## src/rtl/hazard_log_packer.sv

```systemverilog
// Packs 8-bit hazard records into 64-bit frames, MSB slot first.
// A single output register holds one frame so that filling can continue while the consumer stalls.
module hazard_log_packer (
  input  logic        clk,
  input  logic        rst_n,
  input  logic        haz_valid,
  input  logic [2:0]  haz_dst,
  input  logic [2:0]  haz_src,
  input  logic [1:0]  haz_sh,
  input  logic        flush,
  output logic [63:0] hazard_mem,
  output logic        mem_valid,
  input  logic        mem_ready,
  output logic [3:0]  fill_level,
  output logic [7:0]  drop_cnt
);

  logic [63:0] r_buf;
  logic [3:0]  r_cnt;
  logic        r_flushPend;
  logic [63:0] r_mem;
  logic        r_memValid;
  logic [7:0]  r_drop;

  logic        w_full;
  logic        w_xfer;
  logic        w_event;
  logic        w_accept;
  logic [2:0]  w_slot;
  logic [7:0]  w_rec;
  logic [63:0] w_recPos;
  logic [63:0] w_base;
  logic [63:0] w_nextBuf;
  logic [3:0]  w_nextCnt;
  logic [63:0] w_mask;

  // When a frame leaves on this edge, the incoming event lands in slot 0 of the emptied buffer.
  always_comb begin
    w_full    = (r_cnt == 4'd8);
    w_xfer    = (w_full || r_flushPend) && (!r_memValid || mem_ready);
    w_event   = haz_valid && (haz_dst != haz_src);
    w_accept  = w_event && (!w_full || w_xfer);
    w_slot    = w_xfer ? 3'd0 : r_cnt[2:0];
    w_rec     = {haz_dst, haz_src, haz_sh};
    w_recPos  = {w_rec, 56'h0} >> {w_slot, 3'b000};
    w_base    = w_xfer ? 64'h0 : r_buf;
    w_nextBuf = w_accept ? (w_base | w_recPos) : w_base;
    w_nextCnt = w_xfer ? {3'b000, w_accept} : (r_cnt + {3'b000, w_accept});
    w_mask    = ~({64{1'b1}} >> {r_cnt, 3'b000});
  end

  always_ff @(posedge clk or negedge rst_n) begin
    if (!rst_n) begin
      r_buf       <= 64'h0;
      r_cnt       <= 4'd0;
      r_flushPend <= 1'b0;
      r_mem       <= 64'h0;
      r_memValid  <= 1'b0;
      r_drop      <= 8'd0;
    end else begin
      r_buf <= w_nextBuf;
      r_cnt <= w_nextCnt;
      if (w_xfer) begin
        r_mem       <= r_buf & w_mask;
        r_memValid  <= 1'b1;
        // A flush arriving with a transfer applies to the record entering the fresh buffer.
        r_flushPend <= flush && w_accept;
      end else begin
        if (mem_ready) r_memValid <= 1'b0;
        if (flush && (r_cnt != 4'd0)) r_flushPend <= 1'b1;
      end
      if (w_event && !w_accept && (r_drop != 8'hFF)) r_drop <= r_drop + 8'd1;
    end
  end

  assign hazard_mem = r_mem;
  assign mem_valid  = r_memValid;
  assign fill_level = r_cnt;
  assign drop_cnt   = r_drop;

endmodule

```

## config.mk

```make
export PLATFORM = sky130hd
export DESIGN_NAME = hazard_log_packer
export DESIGN_NICKNAME = d
export VERILOG_FILES = /design/src/rtl/hazard_log_packer.sv
export SDC_FILE = /design/constraint.sdc
export NUM_CORES = 1
export LEC_CHECK = 0
export CORE_MARGIN = 2
export CORE_UTILIZATION = 40
export CTS_BUF_LIST = sky130_fd_sc_hd__clkbuf_16
export DETAILED_ROUTE_END_ITERATION = 8
export GPL_ROUTABILITY_DRIVEN = 0
export HOLD_SLACK_MARGIN = 0.03
export MAX_ROUTING_LAYER = met4
export SYNTH_ARGS = -nofsm -noshare
export SYNTH_HDL_FRONTEND = slang
export SYNTH_SLANG_ARGS = --single-unit
```

## constraint.sdc

```tcl
create_clock -name clk -period 2 [get_ports clk]
set_input_delay 0.6 -clock clk [delete_from_list [all_inputs] [get_ports clk]]
set_output_delay 0.6 -clock clk [all_outputs]
set_load 0.02 [all_outputs]
```

==> results of run 1 <==
worst reg2reg max path, stage by stage, from the launching register on:
cell and delay [ps]:
dfrtp_1 410, nor4b_4 390, o211ai_1 330, buf_4 250
nor3_1 220, xor2_1 170
through the flow:
stage | hold WS, ps | setup WS (ps) | area, um2 | std cells | util
after floorplan | 304 | 7.62 | 5760 | 547 | -
after global placement | 451 | -503 | 7140 | 818 | 0.513
after detailed placement | 455 | -525 | 7140 | 818 | 0.513
after CTS | 139 | 0.651 | 7760 | 853 | 0.557
after global routing | 154 | 0.813 | 7920 | 854 | 0.568
final | 133 | 38.5 | 7920 | 854 | 0.568
logic make-up after synthesis:
| family | after synthesis | share of synthesized area |
|---|---|---|
| AO/OA/AOI/OAI | 77 | 0.101 |
| flip-flops | 142 | 0.623 |
| adder cells (fa/ha/maj) | 3 | 0.00658 |
| AND/OR/NAND/NOR | 273 | 0.221 |
| buffers and inverters | 39 | 0.0281 |
| XOR/XNOR | 12 | 0.0184 |
| multiplexers | 1 | 0.00197 |
per-layer routing:
layer  vias to the layer above  global-route usage
met1                      2199               0.284
met3                        19              0.0558
li1                       2098                   -
met4                         0              0.0838
met5                         -                   -
met2                       112               0.295
synthesized netlist by cell type (2+ instances only):
master / n
nor2_1: 6
a21oi_1: 2
nand2_1: 157
nor3_1: 4
a22o_1: 40
and3_1: 8
xor2_1: 11
inv_1: 2
and2_1: 2
nand3b_1: 8
nand3_1: 69
or2_2: 2
or3_1: 3
clkbuf_1: 31
a31o_2: 2
or3b_1: 2
o21ai_0: 26
dfrtp_1: 142
nor4_1: 3
nand2b_1: 3
ha_1: 3
buf_2: 5
where the power goes:
group          switching [mW]  internal (mW)  total [mW]
sequential              0.298           3.35        3.65
clock                    1.21           1.95        3.16
combinational            1.88           1.18        3.07
flip-flops by register name, summed over array words and instances (netlist names):
| signal | cells |
|---|---|
| drop_cnt | 8 |
| fill_level | 4 |
| hazard_mem | 64 |
| mem_valid | 1 |
| r_buf | 64 |
| r_flushPend | 1 |
path summary, 6_finish.rpt:
path | startpoint | end | slack, ps
setup reg to reg | fill_level[2] | drop_cnt[3] | 160
min in group clk | hazard_mem[41] | hazard_mem[41] | 460
setup / recovery | haz_dst[2] | fill_level[2] | 40
hold reg to reg | hazard_mem[41] | hazard_mem[41] | 460
max in group asynchronous | rst_n | hazard_mem[23] | 1240
hold / removal | rst_n | hazard_mem[27] | 130
final cells by class:
| cell class | count | area (um2) | share of cell area |
|---|---|---|---|
| repair buffers | 132 | 1440 | 0.181 |
| inverters | 2 | 7.51 | 0.000948 |
| flip-flops and latches | 142 | 3550 | 0.449 |
| multi-input cells | 366 | 2100 | 0.265 |
| clock inverters | 15 | 171 | 0.0216 |
| clock buffers | 17 | 425 | 0.0537 |
| well taps | 180 | 225 | 0.0284 |
repair_timing:
action / 4_1_cts / 5_1_grt
resized for setup: 30 / 58
pin swaps: 0 / 2
setup endpoints to repair: 43 / 100
buffers inserted: 3 / 1
hold endpoints to repair: 0 / 0
hold buffers: 0 / 0
==> impl_metrics.tcl, run 1 <==
set metrics [dict create \
    status "completed" \
    grt_max_degree 50 \
    fillers 1215 \
    synth-seq-cells 142 \
    antenna_found_initial 0 \
    cts_buffers 17 \
    die_area_um2 15200 \
    setup_viol 0 \
    yosysWarningCount 0 \
    maxSlewViolCount 0 \
    overflow 0 \
    critPathRequiredTime_ps 2300 \
    drt-initial-drc-count 301 \
    drt_wl_total_um 14200 \
    synth_top_area_frac 0.623 \
    crit_family "buffers and inverters" \
    cp_num_cells 9 \
    wire_per_inst_um 16.7 \
    start_kind "primary input" \
    pwr_density_cell_nw_per_um2 1250 \
    crit_top_cell "ha_4" \
    max_slew_margin 0.581 \
    dieHeight_um 123 \
    timing.final.crit_share 0.981 \
    drv_cap 0 \
    routed-wl-met3_um 685 \
    rsz0062_at_grt "no" \
    worstPathArrival_ps 2270 \
    worst-path-buf-inv 2 \
    start_util 0.410 \
    path_class "in -> reg" \
    cts_sinks 142 \
    core-area_um2 13900 \
    m1WireLength_um 6580 \
    cp_slowest_stage_delay_ps 490 \
    synth_ff_type "dfrtp_1" \
    clkTransAtPathRegs_ps 60 \
    nNetsFinal 677 \
    cp-end-kind "flip-flop" \
    area_delta_synth_final_pct 38.8 \
    drt_first_pass_iters 5 \
    p_total_mw 9.88 \
    cp_slowest_cell "clkdlybuf4s50_1" \
    drive_above_1_share 0.148 \
    n_antenna_cell 0 \
    cp_max_fo 8 \
    grt_usage 0.208 \
    drc 0 \
    rows 43 \
    hp-class "in -> async" \
    cts_tree "done" \
    ys_types 38 \
    mostFrequentLayoutCell "nand2_1" \
    synth_seq_area_share 0.623 \
    final_cell_mix "nand2_1, dfrtp_1, nand3_1" \
    synth_edf_count 0 \
    io_pins 90 \
    avgSynthCellArea_um2 10.4 \
    tightest_slew_ps 626 \
    grt_pass1_vias 4473 \
    chipWidth_um 123 \
    vias 4428 \
    vias_per_cell 5.19 \
    peakVddDrop_v 0.000682 \
    tns_ps 0 \
    top_layer_used "met4" \
    p_leak_nw 4.85 \
    synthCells 547 \
    finClkSkew_ps 10.3 \
    syn_nets 563 \
    synthTopCellsByArea "dfrtp_1, nand2_1, a22o_1, nand3_1, o21ai_0" \
    synthArstFlopShare 1.00 \
    clkLatencyLatePin_ps 420 \
    cts_buffer_depth 2 \
    port_buffers 89 \
    cp_cell_sequence "clkdlybuf4s50_1 -> xor2_2 -> o31ai_4 -> buf_12 -> nor2_4 -> ha_4 -> ha_4 -> xnor2_1 -> nor2_1" \
    hpwl_um 9720 \
    wl_met2_um 6700 \
    min_period_ps 1960 \
    grt_pass1_wl_um 23300 \
    netlist_area_um2 5710 \
    ant_nets 0 \
    synth_largest_area_cell "dfrtp_1" \
    hold_viol 0 \
    cts-root-buf "clkbuf_16" \
    htree_levels 4 \
    fmax_mhz 510 \
    r2r_cells 5 \
]
No activity file was read; power rests on OpenSTA's default activity.
==> inputs of run 2 (changes only) <==
--- a/config.mk
+++ b/config.mk
@@ -5,13 +5,15 @@
 export SDC_FILE = /design/constraint.sdc
 export NUM_CORES = 1
 export LEC_CHECK = 0
+export ABC_AREA = 0
 export CORE_MARGIN = 2
-export CORE_UTILIZATION = 40
+export CORE_UTILIZATION = 50
 export CTS_BUF_LIST = sky130_fd_sc_hd__clkbuf_16
 export DETAILED_ROUTE_END_ITERATION = 8
 export GPL_ROUTABILITY_DRIVEN = 0
 export HOLD_SLACK_MARGIN = 0.03
 export MAX_ROUTING_LAYER = met4
+export PLACE_DENSITY = 0.75
 export SYNTH_ARGS = -nofsm -noshare
 export SYNTH_HDL_FRONTEND = slang
 export SYNTH_SLANG_ARGS = --single-unit
==> run 2 against run 1 <==
Compared with the run above: total power down 2.6%; maximum frequency shrank 0.35%; core utilization up 12 points; clock skew is 1.5 ps lower; first-iteration DRC count rose by 19%; hold slack got worse by 23 ps; via count is 3.6% higher; critical endpoint is now hazard_mem[56]; sequential power increased by 1%; highest routed layer unchanged; critical path depth shrank 8.
==> impl_metrics.tcl, run 2 (synthesized netlist as in run 1, its figures left out) <==
set metrics [dict create \
    core-area_um2 11300 \
    critPathRequiredTime_ps 1400 \
    cts_sinks 142 \
    cp_slowest_stage_delay_ps 600 \
    worst-path-buf-inv 1 \
    path_class "reg -> out" \
    n_antenna_cell 0 \
    status "completed" \
    dp_cells 779 \
    cp_cell_sequence "clkdlybuf4s50_1" \
    design_area_um2 7800 \
    p_total_mw 9.62 \
    layoutNonFillerInstCount 817 \
    io_pins 90 \
    peakVddDrop_v 0.000752 \
    met1_usage 0.325 \
    busiest_layer "met2" \
    rows 39 \
    cts_hold_buffers 0 \
    grt_usage 0.251 \
    hold_viol 0 \
    placed_area_um2 7070 \
    drv_cap 0 \
    utilization 0.692 \
    pwr_density_cell_nw_per_um2 1230 \
    clkLatencyLatePin_ps 420 \
    setup_slack_ps 31.6 \
    timing.final.crit_share 0.984 \
    drc 0 \
    cts_tree "done" \
    holdWs_ps 110 \
    use_met3 0.0612 \
    hpwl_um 9590 \
    cp_slowest_cell "clkdlybuf4s50_1" \
    drt-initial-drc-count 358 \
    clkTransAtPathRegs_ps 60 \
    grt_pass1_wl_um 23500 \
    grt_max_degree 49 \
    use_met2 0.393 \
    die_area_um2 12300 \
    crit_family "buffers and inverters" \
    worstPathArrival_ps 1370 \
    chipWidth_um 111 \
    area_delta_synth_final_pct 36.7 \
    cp-end-kind "primary output" \
    max_slew_margin 0.693 \
    hp-class "in -> async" \
    port_buffers 89 \
    start_kind "flip-flop" \
    ant_nets 0 \
    cts-root-buf "clkbuf_16" \
    cp_max_fo 2 \
    setup_viol 0 \
    wire_per_inst_um 17.9 \
    finClkSkew_ps 8.81 \
    nNetsFinal 677 \
    htree_levels 4 \
    tns_ps 0 \
    drt_wl_total_um 14600 \
    overflow 0 \
    antenna_found_initial 0 \
    cts_buffer_depth 2 \
    min_period_ps 1970 \
    vias_per_cell 5.61 \
    final_cell_mix "nand2_1, dfrtp_1, nand3_1" \
    drive_above_1_share 0.135 \
    maxSlewViolCount 0 \
    drt_first_pass_iters 4 \
    start_util 0.506 \
    grt_pass1_vias 4630 \
    vias 4586 \
    p_leak_nw 4.75 \
    dieHeight_um 111 \
    mostFrequentLayoutCell "nand2_1" \
    cts_buffers 17 \
    place_ws_ps -548 \
    fmax_mhz 508 \
    tightest_slew_ps 460 \
]
## run 2: cell types whose count changed in the layout (fill, tap and decap cells not counted), sizes merged
cell           delta
bufinv            -1
dlygate4sd2       -5
clkinvlp          -4
inv               +2
clkinv            +3
clkdlybuf4s50    +10
buf               -1
dlymetal6s2s      -4
## run 2: layer usage
| metal | vias up | wire length (um) |
|---|---|---|
| li1 | 2093 | - |
| met1 | 2296 | 6270 |
| met2 | 168 | 7280 |
| met3 | 29 | 813 |
| met4 | 0 | 280 |
| met5 | - | 0 |
## run 2: report_power, final
group | total, mW | switching, mW | internal [mW]
clock network | 2.92 | 1.14 | 1.78
logic | 3.01 | 1.88 | 1.13
registers | 3.69 | 0.336 | 3.35
## run 2: path summary, 6_finish.rpt
kind	start	endpoint	slack [ps]	cells after the start
setup / recovery	hazard_mem[56]	hazard_mem[56]	30	1
hold / removal	rst_n	hazard_mem[22]	110	1
min in group clk	hazard_mem[27]	hazard_mem[27]	460	2
max in group asynchronous	rst_n	r_buf[3]	1250	2
setup reg to reg	fill_level[2]	hazard_mem[60]	140	5
hold reg to reg	hazard_mem[27]	hazard_mem[27]	460	2
## run 2: worst register-to-register path, stage by stage (launching register included)
cell and delay (ps):
dfrtp_1 450, buf_4 240, or2_2 350, or3_1 470
nand3_1 170, nand2_1 70
## run 2: repair_timing
item / 4_1_cts / 5_1_grt
endpoints found under the setup margin: 52 / 59
buffers inserted: 0 / 5
gates resized for setup: 25 / 50
pin swaps: 0 / 2
cloned: 0 / 1
## run 2: cell type report
| type | instances | area, um2 |
|---|---|---|
| Clock buffer | 17 | 425 |
| Multi-Input combinational cell | 366 | 2100 |
| Timing Repair Buffer | 132 | 1430 |
| Clock inverter | 15 | 115 |
| Fill cell | 843 | 3470 |
| Tap cell | 143 | 179 |
| Inverter | 2 | 7.51 |
| Sequential cell | 142 | 3550 |
==> inputs of run 3 (changes only) <==
==> constraint.sdc (replaced) <==
create_clock -name clk -period 2 [get_ports clk]
set_input_delay 0.6 -clock clk [delete_from_list [all_inputs] [get_ports clk]]
set_output_delay 0.6 -clock clk [all_outputs]
set_load 0.005 [all_outputs]
==> run 3 against run 2 <==
Compared with the run above: cell count grew 1.5%; setup slack worse by 5.7 ps; sequential power barely moved; wire length increased by 1.8%; clock power increased by 15%; non-clock buffer count increased by 12; total power rose by 3.8%; die area stayed put; global-route usage is 0.27 points higher; final area rose by 0.99%; hold slack hardly changed; maximum frequency decreased by 0.29%; largest power group unchanged; highest routed layer unchanged.
==> impl_metrics.tcl, run 3 (synthesized netlist as in run 1, its figures left out) <==
set metrics [dict create \
    status "completed" \
    multi_input_area_um2 2080 \
    design_area_um2 7880 \
    drc 0 \
    start_util 0.506 \
    cp_cell_sequence "clkdlybuf4s50_1" \
    ant_nets 0 \
    cp_max_fo 4 \
    cp-end-kind "primary output" \
    die_area_um2 12300 \
    p_total_mw 9.99 \
    r2r_cells 7 \
    drt_wl_total_um 14900 \
    grt_pass1_vias 4529 \
    wire_per_inst_um 18.0 \
    cts_buffers 17 \
    finClkSkew_ps 6.23 \
    fmax_mhz 507 \
    start_kind "flip-flop" \
    clkTransAtPathRegs_ps 60 \
    critPathRequiredTime_ps 1400 \
    min_period_ps 1970 \
    vias 4673 \
    cts_buffer_depth 2 \
    area_delta_synth_final_pct 38.1 \
    path_class "reg -> out" \
    grt_max_degree 49 \
    cp_slowest_cell "clkdlybuf4s50_1" \
    n_antenna_cell 0 \
    hold_viol 0 \
    antenna_found_initial 0 \
    mostFrequentLayoutCell "nand2_1" \
    setup_viol 0 \
    cp_slowest_stage_delay_ps 540 \
    timing.rr.start "fill_level[0]" \
    crit_path_start "fill_level[3]" \
    pwr_density_cell_nw_per_um2 1270 \
    grt_pass1_wl_um 23500 \
    port_buffers 89 \
    htree_levels 4 \
    placed_area_um2 7080 \
    drive_above_1_share 0.156 \
    hp-class "in -> async" \
    holdWs_ps 110 \
    cts_tree "done" \
    overflow 0 \
    hpwl_um 9320 \
    io_pins 90 \
    vias_per_cell 5.64 \
    grt_usage 0.253 \
    cts_sinks 142 \
    drt_first_pass_iters 5 \
    p_leak_nw 3.96 \
    cp_num_cells 1 \
    chipWidth_um 111 \
    max_slew_margin 0.697 \
    rows 39 \
    peakVddDrop_v 0.000641 \
    cts-root-buf "clkbuf_16" \
    maxSlewViolCount 0 \
    final_cell_mix "nand2_1, dfrtp_1, clkdlybuf4s50_1" \
    drv_cap 0 \
    seq_area_um2 3560 \
    dieHeight_um 111 \
    drt-initial-drc-count 430 \
    worstPathArrival_ps 1370 \
    tightest_slew_ps 455 \
    crit_family "buffers and inverters" \
    timing.final.crit_share 0.987 \
    fillers 816 \
    clkLatencyLatePin_ps 430 \
    core-area_um2 11300 \
    nNetsFinal 689 \
    worst-path-buf-inv 1 \
]
run 3: changes by cell type in the layout (fill, tap and decap cells not counted), moves of 3 or more:
cell	previous run	this run
bufinv_16	2	5
buf_4	34	44
inv_1	7	3
clkdlybuf4s50_1	21	80
dlymetal6s2s_1	48	4
dlygate4sd2_1	19	4
run 3: worst paths after layout:
kind	end	slack (ps)
worst min register to register	hazard_mem[25]	460
worst min-delay path	hazard_mem[21]	110
min in group clk	hazard_mem[25]	460
max in group asynchronous	hazard_mem[14]	1270
worst max-delay path	fill_level[3]	30
worst max register to register	r_buf[37]	130
run 3: routing by layer:
metal,vias to the layer above,GRT usage,wire [um]
met1,2359,0.333,6450
li1,2123,-,-
met3,26,0.0667,698
met2,165,0.390,7490
met4,0,0.0833,263
met5,-,-,0
run 3: area by class of cell:
class | instances | area share
Sequential cell | 142 | 0.451
Multi-Input combinational cell | 366 | 0.264
Timing Repair Buffer | 144 | 0.182
Clock buffer | 17 | 0.0540
Clock inverter | 15 | 0.0256
Tap cell | 143 | 0.0227
Inverter | 2 | 0.000952
run 3: repair_timing:
item                       4_1_cts  5_1_grt
setup endpoints to repair       19       20
cloned                           0        1
resized for setup               12        5
hold buffers                     0        0
buffers inserted                 5       10
pin swaps                        0        1
run 3: where the power goes:
part           switching [mW]  internal (mW)
combinational            1.71           1.25
sequential              0.313           3.35
clock                    1.19           2.18
total                    3.21           6.78
run 3: metrics by stage:
step,util,setup slack [ps],setup TNS [ps],instances
after floorplan,-,7.57,0,547
after global placement,0.628,-500,-27030,781
after detailed placement,0.628,-527,-30380,781
after CTS,0.689,1.66,0,818
after global routing,0.699,-0.311,-0.311,829
final,0.699,25.9,0,829
